$ cat src/rtl/phase_driver_pkg.sv
// Shared types for the three-phase gate driver: per-phase FSM state and dead-time counter width.
package phase_driver_pkg;

    localparam int DEAD_CNT_W = 8;

    typedef enum logic [2:0] {
        OFF          = 3'd0,
        HIGH_ON      = 3'd1,
        DEAD_TO_HIGH = 3'd2,
        LOW_ON       = 3'd3,
        DEAD_TO_LOW  = 3'd4
    } phase_state_e;

    // True on the last cycle of a dead interval; a zero dead time still costs one cycle.
    function automatic logic dead_done(input logic [DEAD_CNT_W-1:0] cnt,
                                       input logic [DEAD_CNT_W-1:0] dead_time);
        return ({1'b0, cnt} + {{DEAD_CNT_W{1'b0}}, 1'b1}) >= {1'b0, dead_time};
    endfunction

endpackage

$ cat src/rtl/dead_time_fsm.sv
// Single half-bridge phase: turns the raw comparator level into break-before-make gate drives.
module dead_time_fsm
    import phase_driver_pkg::*;
#(
    parameter int DEAD_TIME = 8
)
(
    input  logic clk,
    input  logic rst_n,
    input  logic raw_high,
    input  logic force_off,
    output logic pwm_high,
    output logic pwm_low
);

    localparam logic [DEAD_CNT_W-1:0] DEAD_TIME_C = DEAD_CNT_W'(DEAD_TIME);
    localparam logic [DEAD_CNT_W-1:0] CNT_ONE     = DEAD_CNT_W'(1);

    phase_state_e          state_r;
    logic [DEAD_CNT_W-1:0] dead_cnt_r;
    logic                  pwm_high_r;
    logic                  pwm_low_r;

    // Phase state, dead counter and gate drives all advance on the same edge
    always_ff @(posedge clk or negedge rst_n) begin
        if (!rst_n) begin
            state_r    <= OFF;
            dead_cnt_r <= '0;
            pwm_high_r <= 1'b0;
            pwm_low_r  <= 1'b0;
        end else if (force_off) begin
            state_r    <= OFF;
            dead_cnt_r <= '0;
            pwm_high_r <= 1'b0;
            pwm_low_r  <= 1'b0;
        end else begin
            case (state_r)
                OFF: begin
                    state_r    <= raw_high ? DEAD_TO_HIGH : DEAD_TO_LOW;
                    dead_cnt_r <= '0;
                    pwm_high_r <= 1'b0;
                    pwm_low_r  <= 1'b0;
                end
                HIGH_ON: begin
                    if (!raw_high) begin
                        state_r    <= DEAD_TO_LOW;
                        dead_cnt_r <= '0;
                        pwm_high_r <= 1'b0;
                        pwm_low_r  <= 1'b0;
                    end else begin
                        pwm_high_r <= 1'b1;
                        pwm_low_r  <= 1'b0;
                    end
                end
                LOW_ON: begin
                    if (raw_high) begin
                        state_r    <= DEAD_TO_HIGH;
                        dead_cnt_r <= '0;
                        pwm_high_r <= 1'b0;
                        pwm_low_r  <= 1'b0;
                    end else begin
                        pwm_high_r <= 1'b0;
                        pwm_low_r  <= 1'b1;
                    end
                end
                DEAD_TO_HIGH, DEAD_TO_LOW: begin
                    // Target side is chosen from raw_high on the expiry cycle, not on entry
                    if (dead_done(dead_cnt_r, DEAD_TIME_C)) begin
                        state_r    <= raw_high ? HIGH_ON : LOW_ON;
                        dead_cnt_r <= '0;
                        pwm_high_r <= raw_high;
                        pwm_low_r  <= ~raw_high;
                    end else begin
                        dead_cnt_r <= dead_cnt_r + CNT_ONE;
                        pwm_high_r <= 1'b0;
                        pwm_low_r  <= 1'b0;
                    end
                end
                default: begin
                    state_r    <= OFF;
                    dead_cnt_r <= '0;
                    pwm_high_r <= 1'b0;
                    pwm_low_r  <= 1'b0;
                end
            endcase
        end
    end

    assign pwm_high = pwm_high_r;
    assign pwm_low  = pwm_low_r;

endmodule

$ cat src/rtl/three_phase_driver.sv
// Center-aligned PWM driver with shadowed duty/float registers and per-phase dead-time FSMs.
// Optional fault input pair enabled by THREE_PHASE_DRIVER_FAULT_EN.
module three_phase_driver
    import phase_driver_pkg::*;
#(
    parameter int NUM_PHASES    = 3,
    parameter int COUNTER_WIDTH = 10,
    parameter int MAX_COUNTER   = 'h3ff,
    parameter int DEAD_TIME     = 8
)
(
    input  logic                                clk,
    input  logic                                rst_n,
    input  logic [NUM_PHASES*COUNTER_WIDTH-1:0] duty_in,
    input  logic [NUM_PHASES-1:0]               high_z_in,
    input  logic                                duty_wr,
`ifdef THREE_PHASE_DRIVER_FAULT_EN
    input  logic                                fault_n,
    input  logic                                fault_clr,
`endif
    output logic [NUM_PHASES-1:0]               pwm_high,
    output logic [NUM_PHASES-1:0]               pwm_low,
    output logic                                update_pending,
    output logic                                period_start
);

    localparam int                     CW    = COUNTER_WIDTH;
    localparam logic [CW-1:0]          MAX_C = CW'(MAX_COUNTER);
    localparam logic [CW-1:0]          ONE_C = CW'(1);

    logic [CW-1:0]            counter_r;
    logic [CW-1:0]            counter_next_s;
    logic                     dir_up_r;
    logic                     dir_up_next_s;
    logic                     period_start_r;
    logic [NUM_PHASES*CW-1:0] shadow_duty_r;
    logic [NUM_PHASES*CW-1:0] active_duty_r;
    logic [NUM_PHASES-1:0]    shadow_hz_r;
    logic [NUM_PHASES-1:0]    active_hz_r;
    logic                     pending_r;
    logic                     fault_active_s;
    logic                     write_en_s;

`ifdef THREE_PHASE_DRIVER_FAULT_EN
    logic fault_latched_r;

    // Fault latch: set by fault_n low, cleared only by fault_clr once fault_n has returned high
    always_ff @(posedge clk or negedge rst_n) begin
        if (!rst_n) begin
            fault_latched_r <= 1'b0;
        end else if (!fault_n) begin
            fault_latched_r <= 1'b1;
        end else if (fault_clr) begin
            fault_latched_r <= 1'b0;
        end else begin
            fault_latched_r <= fault_latched_r;
        end
    end

    assign fault_active_s = fault_latched_r | ~fault_n;
`else
    assign fault_active_s = 1'b0;
`endif

    assign write_en_s = duty_wr & ~fault_active_s;

    // Triangle carrier: turn around at both extremes without repeating the end value
    always_comb begin
        counter_next_s = counter_r;
        dir_up_next_s  = dir_up_r;
        if (dir_up_r) begin
            if (counter_r >= MAX_C) begin
                counter_next_s = counter_r - ONE_C;
                dir_up_next_s  = 1'b0;
            end else begin
                counter_next_s = counter_r + ONE_C;
            end
        end else begin
            if (counter_r == '0) begin
                counter_next_s = ONE_C;
                dir_up_next_s  = 1'b1;
            end else begin
                counter_next_s = counter_r - ONE_C;
            end
        end
    end

    // Carrier registers; period_start is precomputed so it lines up with counter_r == 0
    always_ff @(posedge clk or negedge rst_n) begin
        if (!rst_n) begin
            counter_r      <= '0;
            dir_up_r       <= 1'b1;
            period_start_r <= 1'b0;
        end else begin
            counter_r      <= counter_next_s;
            dir_up_r       <= dir_up_next_s;
            period_start_r <= (counter_next_s == '0);
        end
    end

    // Shadow/active double buffer; a write on the boundary cycle bypasses the shadow
    always_ff @(posedge clk or negedge rst_n) begin
        if (!rst_n) begin
            shadow_duty_r <= '0;
            active_duty_r <= '0;
            shadow_hz_r   <= '1;
            active_hz_r   <= '1;
            pending_r     <= 1'b0;
        end else begin
            if (write_en_s) begin
                shadow_duty_r <= duty_in;
                shadow_hz_r   <= high_z_in;
            end
            if (period_start_r) begin
                active_duty_r <= write_en_s ? duty_in   : shadow_duty_r;
                active_hz_r   <= write_en_s ? high_z_in : shadow_hz_r;
                pending_r     <= 1'b0;
            end else if (write_en_s) begin
                pending_r     <= 1'b1;
            end
        end
    end

    for (genvar i = 0; i < NUM_PHASES; i++) begin : g_phase
        logic [CW-1:0] duty_s;
        logic          raw_high_s;

        assign duty_s     = active_duty_r[i*CW +: CW];
        assign raw_high_s = (duty_s >= MAX_C) | (duty_s > counter_r);

        dead_time_fsm #(
            .DEAD_TIME (DEAD_TIME)
        ) u_fsm (
            .clk       (clk),
            .rst_n     (rst_n),
            .raw_high  (raw_high_s),
            .force_off (active_hz_r[i] | fault_active_s),
            .pwm_high  (pwm_high[i]),
            .pwm_low   (pwm_low[i])
        );
    end

    assign update_pending = pending_r;
    assign period_start   = period_start_r;

endmodule
$ cat config.mk
export PLATFORM = sky130hd
export DESIGN_NAME = three_phase_driver
export DESIGN_NICKNAME = d
export VERILOG_FILES = /design/src/rtl/phase_driver_pkg.sv /design/src/rtl/dead_time_fsm.sv /design/src/rtl/three_phase_driver.sv
export SDC_FILE = /design/constraint.sdc
export NUM_CORES = 1
export LEC_CHECK = 0
export BUFFER_PORTS_ARGS = -buffer_cell sky130_fd_sc_hd__clkbuf_2
export CORE_MARGIN = 2
export CORE_UTILIZATION = 47
export DETAILED_ROUTE_END_ITERATION = 8
export PLACE_DENSITY = 0.67
export SLEW_MARGIN = 0
export SYNTH_ARGS = -nofsm -noshare
export SYNTH_HDL_FRONTEND = slang
export SYNTH_SLANG_ARGS = --single-unit
$ cat constraint.sdc
create_clock -name clk -period 2.26 [get_ports clk]
set_input_delay 0.113 -clock clk [delete_from_list [all_inputs] [get_ports clk]]
set_output_delay 0.113 -clock clk [all_outputs]
set_load 0.1 [all_outputs]
==> qor.txt <==
Worst setup SP type -> flop
ys async rst share -> 1.00
top cell type's share of synthesized area -> 0.454
Max stage delay on crit path -> 0.43 ns
Worst-Margin Slew -> 0.546 ns
max-cap violation count -> 0
Residual DRC -> 0
Global Route met3 Usage -> 0.0499
WS Path Type -> reg2reg
Worst EP arrival -> 2.66 ns
crit end category -> flop
Comb pwr share -> 0.042
Sw Share -> 0.195
HPWL after detailed placement -> 10.1 mm
maximum clock path buffer count -> 2
drt via density -> 5.50
internal power -> 4370 uW
max frequency -> 0.434 GHz
Multi-input gate area -> 3250 um^2
Ports -> 44
RSZ-0062 raised after global routing -> yes
Post-Synthesis Cell Area -> 6110 um^2
CTS Sinks -> 118
cell family with most CP delay -> simple AND/OR/NAND/NOR gates
worst clock skew -> 0.0105 ns
Hold Crit Class -> in2async
Fin Hold WS -> 0.226 ns
Placer Congestion -> 0.854
outcome -> complete, but fails checks
Worst path slowest cell -> or3b_4
Reg2Reg Setup Slack -> -0.04 ns
clk slew on worst S/H paths -> 0.05 ns
CTS root buf -> clkbuf_16
Tcrit/Tclk final -> 1.02
port bufs -> 43
sequential share of power -> 0.404
fill count -> 957
initial antenna violation count -> 0
Mapped Nets -> 614
H-tree Lvls -> 4
commonest non-fill, non-tap cell in the layout -> dfrtp_1
DRT Wirelength -> 15.1 mm
Yosys warnings -> 0
Worst Path Buf+Inv -> 2
dpl cells -> 802
setup TNS -> -0.236 ns
leak pwr -> 0.00393 uW
Top FF cell, synth -> dfrtp_1
CP Data Required Time -> 2.62 ns
Finished Layout Cells -> 880
pin count of the biggest net entering global routing -> 61
Congestion Overflow GR -> 0
Rows -> 41
failing checks -> negative setup slack
Place WS -> -0.183 ns
Synth Register Bits -> 118
commonest cells after routing, fill and taps aside -> 108 x dfrtp_1, 80 x buf_4, 63 x mux2_2, 41 x clkbuf_2, 34 x dlygate4sd3_1
post-synth cell types -> 70
number of synthesized flops with an enable pin -> 0
TritonCTS Buffers -> 17
FF/Latch Area -> 2970 um^2
final hold violations -> 0
vias in the first global route -> 4,968
routed len/inst -> 17.2 um
die area -> 13,900 um^2
syn_area_per_cell -> 11.3 um^2
CTS tree -> done
Yosys top cell by area -> dfrtp_1
PD cells -> 645 nW/um^2
post-route cell area -> 8420 um^2
core area -> 12,700 um^2
clock power share -> 0.554
fraction of layout cells with a size suffix above 1 -> 0.414
crit path max fanout -> 5
grt met1 use -> 0.272
final worst slack -> -0.0449 ns
ANT nets after route -> 0
Psw -> 1060 uW
placed cell area -> 7090 um^2
top area cells in the synthesized netlist -> dfrtp_1 45%, mux2_2 12%, ha_1 8.0%
first-pass GRT wire length -> 24.2 mm
crit-path cells -> inv_2 -> ha_4 -> nand4_1 -> or3b_4 -> a21oi_4 -> a21oi_2 -> nor4b_4 -> buf_4 -> mux2_4
number of DRC markers in iteration 0 -> 359
Die Wd -> 118 um
Peak VDD IR -> 542 uV
fin nets -> 770
GRT Max-Usage Layer -> met2
first-pass detailed-route iteration total -> 6
minimum clock period -> 2.30 ns
area grow syn2layout -> 37.8%
Critical path origin -> counter_r[5]$_DFF_PN0_
Mapped Cells -> 539
reg2reg start -> counter_r[5]$_DFF_PN0_
Die Y -> 118 um
met2 Use GR -> 0.369
ANT cells -> 0
post-synthesis sequential area ratio -> 0.484
Slew Viols, Final -> 0
vias -> 4,840
final setup fails -> 9
worst-skew pair later-pin latency -> 0.42 ns
GRT Util Overall -> 0.220
Initial Util -> 0.483
headroom to the max-slew limit -> 0.638
-- state kept, by name (all words and copies together) (netlist names), 3 cells and up --
register	count
active_duty_r	30
shadow_duty_r	30
g_phase.u_fsm.dead_cnt_r	24
counter_r	10
g_phase.u_fsm.state_r	9
active_hz_r	3
g_phase.u_fsm.pwm_high	3
g_phase.u_fsm.pwm_low	3
shadow_hz_r	3
-- per-stage QoR --
step | total power (uW) | utilization
2_1_floorplan | 2300 | -
6_report | 5430 | 0.665
3_3_place_gp | 2410 | 0.560
5_1_grt | 5580 | 0.665
3_5_place_dp | 2420 | 0.560
4_1_cts | 5460 | 0.643
-- layer usage --
| layer | part of all wire | wire length [um] | up-vias |
|---|---|---|---|
| li1 | - | - | 2295 |
| met1 | 0.44 | 6660 | 2428 |
| met2 | 0.51 | 7680 | 89 |
| met4 | 0.020 | 308 | 0 |
| met3 | 0.030 | 457 | 28 |
| met5 | 0 | 0 | - |
-- logic make-up after synthesis --
family                   after synthesis  share of synthesized area
AO/OA/AOI/OAI                         98                      0.111
adder cells (fa/ha/maj)               39                     0.0798
flip-flops                           118                      0.484
AND/OR/NAND/NOR                      159                      0.151
buffers and inverters                 49                     0.0356
multiplexers                          73                      0.133
XOR/XNOR                               3                    0.00430
-- repair_timing --
item,in CTS,in global routing
gates resized for setup,10,35
cloned,0,2
pin swaps,8,26
hold buffers,34,0
endpoints found under the hold margin,67,0
setup buffers,3,10
setup endpoints to repair,17,23
-- synth_stat cells, drive strengths merged (4+ instances only) --
library cell	count
a21oi	21
a211oi	8
nor3	12
nand3	15
or3	5
and4	4
o41ai	5
nand2b	8
nor4	8
inv	24
dfrtp	111
a31oi	10
nand4	16
o21ai	20
nor2	19
and2	12
buf	12
nor3b	6
dfstp	7
nand2	30
mux2i	8
nor2b	10
mux2	65
clkbuf	13
ha	39
o31ai	4
-- power by group through the flow --
stage	combinational [uW]	clock [uW]	sequential, uW
detailed placement	186	0	2230
CTS	233	3030	2190
floorplan	81.5	0	2220
global route	255	3130	2200
finish	229	3010	2190
global placement	181	0	2220
-- final timing paths --
kind,endpoint,cells past startpoint
hold reg to reg,g_phase[0].u_fsm.dead_cnt_r[4]$_DFFE_PN0P_,1
max in group asynchronous,active_hz_r[2]$_DFFE_PN1P_,3
setup / recovery,g_phase[0].u_fsm.dead_cnt_r[0]$_DFFE_PN0P_,9
setup reg to reg,g_phase[0].u_fsm.dead_cnt_r[0]$_DFFE_PN0P_,9
min in group clk,shadow_duty_r[16]$_DFF_PN0_,2
hold / removal,counter_r[9]$_DFF_PN0_,2
-- area by class of cell --
type	instances	area share
tap	172	0.0255
clock inverter	8	0.0199
inverter	24	0.0113
sequential	118	0.352
clock buffer	24	0.0584
multi-input combinational	373	0.385
timing repair buffer	161	0.148
Power figures use the tool's default switching activity.
